## src/rtl/double_buffer_reader.sv

```systemverilog
// rtl/double_buffer_reader.sv - fetches a frame from a double buffer and streams it out through a 2-entry FIFO
module double_buffer_reader #(
  parameter int DATA_WIDTH    = 10,
  parameter int ADDRESS_WIDTH = 8
) (
  input  logic                     clock,
  input  logic                     resetN,
  input  logic                     newData,
  input  logic [ADDRESS_WIDTH-1:0] dataLength,
  output logic [ADDRESS_WIDTH-1:0] readPointer,
  input  logic [DATA_WIDTH-1:0]    bufferData,
  output logic [DATA_WIDTH-1:0]    outData,
  output logic                     outValid,
  input  logic                     outReady,
  output logic                     outFirst,
  output logic                     outLast,
  output logic                     busy,
  output logic                     overrun,
  input  logic                     clearOverrun,
  output logic [15:0]              frameCount
);

  typedef enum logic [1:0] {IDLE, FETCH, DRAIN} stateT;

  localparam logic [ADDRESS_WIDTH-1:0] ONE = 1;

  stateT                    state, nextState;
  logic [ADDRESS_WIDTH-1:0] frameLength;
  logic                     inFlight, inFlightFirst, inFlightLast;
  logic [DATA_WIDTH+1:0]    fifoMem [2];
  logic [DATA_WIDTH+1:0]    headEntry;
  logic                     rdIdx, wrIdx;
  logic [1:0]               fifoCount;
  logic [1:0]               occAfter;
  logic                     accept, issue, lastIssue;

  assign busy      = (state != IDLE);
  assign outValid  = (fifoCount != 2'd0);
  assign headEntry = fifoMem[rdIdx];
  assign outData   = headEntry[DATA_WIDTH-1:0];
  assign outFirst  = outValid & headEntry[DATA_WIDTH+1];
  assign outLast   = outValid & headEntry[DATA_WIDTH];
  assign accept    = outValid & outReady;
  assign lastIssue = (readPointer == frameLength - ONE);

  // Occupancy counts the slot freed by this cycle's accept, so a read can be
  // issued every cycle while the consumer keeps up.
  assign occAfter  = fifoCount - {1'b0, accept} + {1'b0, inFlight};
  assign issue     = (state == FETCH) && !newData && (occAfter < 2'd2);

  always_ff @(posedge clock or negedge resetN) begin
    if (!resetN) state <= IDLE;
    else         state <= nextState;
  end

  always_comb begin
    nextState = state;
    if (newData) begin
      nextState = (dataLength != '0) ? FETCH : IDLE;
    end else begin
      case (state)
        FETCH:   if (issue && lastIssue) nextState = DRAIN;
        DRAIN:   if (accept && outLast)  nextState = IDLE;
        default: nextState = state;
      endcase
    end
  end

  // Address issue; a newData pulse discards whatever read is in flight.
  always_ff @(posedge clock or negedge resetN) begin
    if (!resetN) begin
      frameLength   <= '0;
      readPointer   <= '0;
      inFlight      <= 1'b0;
      inFlightFirst <= 1'b0;
      inFlightLast  <= 1'b0;
    end else if (newData) begin
      frameLength <= dataLength;
      readPointer <= '0;
      inFlight    <= 1'b0;
    end else if (issue) begin
      inFlight      <= 1'b1;
      inFlightFirst <= (readPointer == '0);
      inFlightLast  <= lastIssue;
      if (!lastIssue) readPointer <= readPointer + ONE;
    end else begin
      inFlight <= 1'b0;
    end
  end

  always_ff @(posedge clock or negedge resetN) begin
    if (!resetN) begin
      fifoMem[0] <= '0;
      fifoMem[1] <= '0;
      rdIdx      <= 1'b0;
      wrIdx      <= 1'b0;
      fifoCount  <= 2'd0;
    end else if (newData) begin
      rdIdx     <= 1'b0;
      wrIdx     <= 1'b0;
      fifoCount <= 2'd0;
    end else begin
      if (inFlight) begin
        fifoMem[wrIdx] <= {inFlightFirst, inFlightLast, bufferData};
        wrIdx          <= ~wrIdx;
      end
      if (accept) rdIdx <= ~rdIdx;
      fifoCount <= fifoCount + {1'b0, inFlight} - {1'b0, accept};
    end
  end

  always_ff @(posedge clock or negedge resetN) begin
    if (!resetN) begin
      overrun    <= 1'b0;
      frameCount <= 16'd0;
    end else begin
      overrun <= (newData & busy) | (overrun & ~clearOverrun);
      if (accept && outLast) frameCount <= frameCount + 16'd1;
    end
  end

endmodule
```

## config.mk

```make
export PLATFORM = sky130hd
export DESIGN_NAME = double_buffer_reader
export DESIGN_NICKNAME = d
export VERILOG_FILES = /design/src/rtl/double_buffer_reader.sv
export SDC_FILE = /design/constraint.sdc
export NUM_CORES = 1
export LEC_CHECK = 0
export ABC_AREA = 1
export CAP_MARGIN = 15
export CORE_ASPECT_RATIO = 0.8
export CORE_MARGIN = 2
export CORE_UTILIZATION = 35
export CTS_BUF_LIST = sky130_fd_sc_hd__clkbuf_16
export DETAILED_ROUTE_END_ITERATION = 7
export SYNTH_ARGS = -nofsm -noshare
export SYNTH_HDL_FRONTEND = slang
export SYNTH_SLANG_ARGS = --single-unit
```

## constraint.sdc

```tcl
create_clock -name clock -period 3.95 [get_ports clock]
set_clock_uncertainty 0.15 [all_clocks]
set_input_delay 0.5925 -clock clock [delete_from_list [all_inputs] [get_ports clock]]
set_output_delay 0.5925 -clock clock [all_outputs]
set_load 0.05 [all_outputs]
```

Yosys cells after proc, flatten, opt, wreduce, memory -nomap -nowiden
Index checks and enable logic that the tools add are counted.
Word-level totals
  flip-flop bits (word level): 66
  input port bits: 23
  output and inout bits: 39
  word-level logic and storage cells: 81
Operators by class
  $add $sub $neg: 7
  magnitude comparators: 4
  eq/ne operators: 6
  multiplexer cells: 21
  bitwise gates (word level): 12
  reduce and logical (&&, ||, !) cells: 18
Operators by type and width (count)
  12-bit two-way mux: 4
  24-bit bitwise mux: 1
  8-bit two-way mux: 3
  16-bit by 1-bit adder with 16-bit output, second input constant: 1
  12-bit demux with 1-bit select: 1
  2-bit nonzero test: 5
  8-bit by 1-bit adder with 8-bit output, second input constant: 1
  8-bit == test: 1
  8-bit zero test: 1
  2-bit two-way mux: 4
  8-bit nonzero test: 1
  8-bit by 1-bit subtractor with 8-bit output, second input constant: 1
  1-bit two-way mux: 7
  2-bit AND reduction: 3
  1-bit AND: 5
  1-bit logical AND: 5
  2-bit by 1-bit adder with 2-bit output: 2
  2-bit greater-or-equal comparator, second input constant: 2
  1-bit inverter: 4
  1-bit inverter with 2-bit output: 2
  2-bit one-hot mux with 2 select lines: 1
  2-bit by 1-bit subtractor with 2-bit output: 2
  3-bit by 2-bit != test with 1-bit output, second input constant: 1
  3-bit != test, second input constant: 1
  other kinds (9): 9

Longest topological paths before layout
  depth after elaboration: 10
  depth in mapped cells: 15
  depth with buffers taken out: 15

Worst setup path before layout
No wires, ideal clock.
  kind: register -> register
  start: register fifoCount[1]
  end: register readPointer[7]
  library setup time: 0.121 ns
  data arrival time: 2.369 ns
  required time: 3.679 ns
  path slack: 1.310 ns
  cell stages (with the launch flop): 16
  path buffers: 1
  period minus slack after synthesis: 2.640 ns
  cell sequence: dfrtp_1 inv_1 nand2_1 inv_1 nor2_1 ha_1 inv_1 ha_1 xor2_1 xor2_1 nor3_4 nand2_2 nand2_2 buf_6 nand2_1 o21ai_2
On the way
  cells in the longest elaborated chain, start to end: 8
Ends and longest elaborated chain
  start: declaration: RTL line 33  | logic [1:0] fifoCount;
  start signal: assignment: RTL line 108  | fifoCount <= fifoCount + {1'b0, inFlight} - {1'b0, accept};
  2-bit nonzero test: RTL line 38  | assign outValid = (fifoCount != 2'd0);
  net outValid: RTL line 13  | output logic outValid,
  1-bit AND: RTL line 43  | assign accept = outValid & outReady;
  2-bit by 1-bit subtractor with 2-bit output: RTL line 48  | assign occAfter = fifoCount - {1'b0, accept} + {1'b0, inFlight};
  2-bit by 1-bit adder with 2-bit output: RTL line 48
  2-bit less-than comparator: RTL line 49  | assign issue = (state == FETCH) && !newData && (occAfter < 2'd2);
  1-bit logical AND: RTL line 49
  2-bit nonzero test (no source line)
  2-bit AND reduction (no source line)
  end signal: assignment: RTL line 85  | if (!lastIssue) readPointer <= readPointer + ONE;
  end: declaration: RTL line 10  | output logic [ADDRESS_WIDTH-1:0] readPointer,
The timed path passes the listed nets, and every way through them passes these cells.
A chain may end at the register's enable or synchronous reset.

Worst setup path in the final report
  start: register rdIdx
  end: output port outLast
On the way
  cells in the longest elaborated chain, start to end: 5
Ends and longest elaborated chain
  start: declaration: RTL line 32  | logic rdIdx, wrIdx;
  start signal: assignment: RTL line 107  | if (accept) rdIdx <= ~rdIdx;
  1-bit inverter with 2-bit output (implied by the code): RTL line 39  | assign headEntry = fifoMem[rdIdx];
  12-bit two-way mux (implied by the code) (3 in series): RTL line 39
  1-bit AND: RTL line 42  | assign outLast = outValid & headEntry[DATA_WIDTH];
  end: declaration: RTL line 16  | output logic outLast,
No other way between the ends. The select of a mux whose other input is x is not followed.

==> metrics.txt <==
Post-Syn Nets=438; drt pass-1 iters=4; Async SR Flop Fraction=100%; Die ar.=10,400 sq um; pin count of the biggest net entering global routing=67; root buf cell=clkbuf_16; setup bufs post-CTS=0; vias=2,747; Resize count post-CTS=0; reg-to-reg slack, setup=1.44 ns; Final Hold Fails=0; Final Cell Area=4420 sq um; Worst Path Required=3.21 ns; DP HPWL=5110 microns; Num CTS Buffers=9; top cells by count, synth=128 x nand2_1, 66 x dfrtp_1, 45 x inv_1, 37 x o21ai_0, 22 x nand3_1; input/output buffers=61; top-area cell type share of the netlist area=49.2%; TritonCTS clock tree=done; gr usage total=15.1%; startpoint types=register; mapped cell area=3360 sq um; clk buf depth=2; yosys warns=0; Sequential cell area=1650 sq um; Crit Path Category=register to output pin; Area contributors post-synth=dfrtp_1 49%, nand2_1 14%, o21ai_0 5.5%; row count=31; Crit Reg-Reg Endpoint=readPointer[5]$_DFFE_PN0P_; share of layout cells above drive strength 1=10.1%; Die X=114 microns; RSZ-0062 raised after global routing=no; routed len/inst=12.3 microns; Crit Path Max Fanout=15; gpl congestion=0.783; global route overflow=0; Max Clock Freq=325 MHz; initial core utilization=36.5%; Max stage delay on crit path=0.80 ns; H-Tree Level Count=3; NumNets Final=501; Total Wirelength=7290 microns; Buf+Inv Stages, Crit Path=3; Max transition margin=43.2%; vias per inst=4.64; DRT antenna net count=0; ant diodes=0; worst hold path class=input pin to asynchronous set/reset pin; worst r2r src=fifoCount[1]$_DFF_PN0_; Max stage delay cell, worst path=clkdlybuf4s50_1; Post-Place Cells=576; Skew-Pair Late Insertion Delay=0.33 ns; initial antenna violation count=0; die outline height=91.6 microns; WHS=0.299 ns; clock sinks=66; Top FF cell, synth=dfrtp_1; top-count cell post-synth=nand2_1; ordered list of cells on the worst path=inv_2 -> nand2_1 -> nand2_1 -> nand2_2 -> inv_2 -> clkdlybuf4s50_1; Post-DP Area=4080 sq um; core area=9190 sq um; Layout area overhead=31.5%; crit path time final=3.08 ns; Power Density=655 nW/um^2; first-pass GRT wire length=12,400 microns; setup TNS=0 ns; worst reg2reg path depth=14; VDD IR max=0.000293 V; CP endpoint kind=output pin; fillcell total=907; register area share after synthesis=49.2%; Worst Tran Pin Value=0.852 ns; leakage power=2.14 nW; Data arrival, critical path=2.34 ns; outcome=complete, no violations; biggest area consumer among synthesized cells=dfrtp_1; Post-Synthesis Cells=409; Initial DRC Count=175; vias in the first global route=2,585; endpoints failing setup=0; final std cells w/o fill=592; Clock transition at path regs=0.06 ns; # hold bufs at CTS=0; syn avg cell area=8.21 sq um; fin. max-slew vios=0; fin crit share=78.0%; io pins=62; Max Cap Viol=0; #FFs+latches synth=66; DRC viols=0; Post-synth EDFFs=0; cell family with most CP delay=buffers and inverters; Netlist cell types=29; area of the multi-input gates=1460 sq um
[placed cells by master (no fill, tap or decap)]
cell and count:
buf_4 3, clkbuf_16 9, o21a_1 2, nand2_2 6
ha_1 6, nand2_1 128, o21ai_2 6, nand4_4 1
a21oi_1 4, buf_2 1, nand4_1 5, bufinv_16 3
nor2_4 3, nand3_2 1, nor3_2 1, nor2_1 21
inv_6 1, xor2_1 15, clkinvlp_4 2, nor3_4 1
o211ai_1 1, o21ai_0 37, dfrtp_1 66, inv_1 46
nand3b_1 1, nor2_2 3, nor3_1 4, clkdlybuf4s50_1 60
xnor2_1 10, nand3_1 22, inv_2 7, nor4_1 1
[state kept, by name, indices dropped and copies added (netlist names), 2 cells and up]
signal,flops
frameCount,16
frameLength,8
fifoCount,2
state,2
fifoMem,24
readPointer,8
[cell type report]
type / instances / area share (%)
clock buffers: 9 / 5.10
clock inverters: 7 / 2.66
inverters: 52 / 4.42
multi-input cells: 279 / 33.0
flip-flops and latches: 66 / 37.4
well taps: 115 / 3.26
repair buffers: 64 / 14.2
[power by group]
part           internal, mW  switching (mW)  total, mW
clock network         0.616           0.292      0.908
logic                 0.339           0.677       1.02
registers             0.849           0.122      0.971
total                  1.80            1.09       2.89
[kinds of logic after synthesis]
logic type / Yosys count / synth area share, %
flops: 66 / 49.2
fa+ha+maj: 6 / 2.23
xor+xnor: 25 / 6.52
compound gates: 50 / 8.34
simple gates: 198 / 26.3
buf+inv: 64 / 7.49
[metrics by stage]
stage	total power, mW	worst slack (ns)	util, %
2_1_floorplan	1.67	1.31	-
3_5_place_dp	2.00	0.791	44.3
4_1_cts	2.93	0.833	48.1
6_report	2.89	0.870	48.1
5_1_grt	3.08	0.739	48.1
3_3_place_gp	1.99	0.856	44.3
[routing by layer]
metal	vias up	wire length [microns]	global-route usage, %
li1	1410	-	-
met1	1277	3750	20.9
met2	54	3150	23.0
met3	6	340	4.56
met4	0	57	4.27
met5	-	0	0
[how the worst max path moves through the flow]
stage,start,endpoint,slack (ns),cells past startpoint
final,rdIdx$_DFFE_PN0P_,outLast,0.87,6
after global routing,rdIdx$_DFFE_PN0P_,outLast,0.74,6
after CTS,rdIdx$_DFFE_PN0P_,outLast,0.83,6
after detailed placement,outReady,readPointer[6]$_DFFE_PN0P_,0.79,13
after global placement,outReady,readPointer[7]$_DFFE_PN0P_,0.86,13
after floorplan,fifoCount[1]$_DFF_PN0_,readPointer[7]$_DFFE_PN0P_,1.31,15
(Power assumes the default switching activity.)
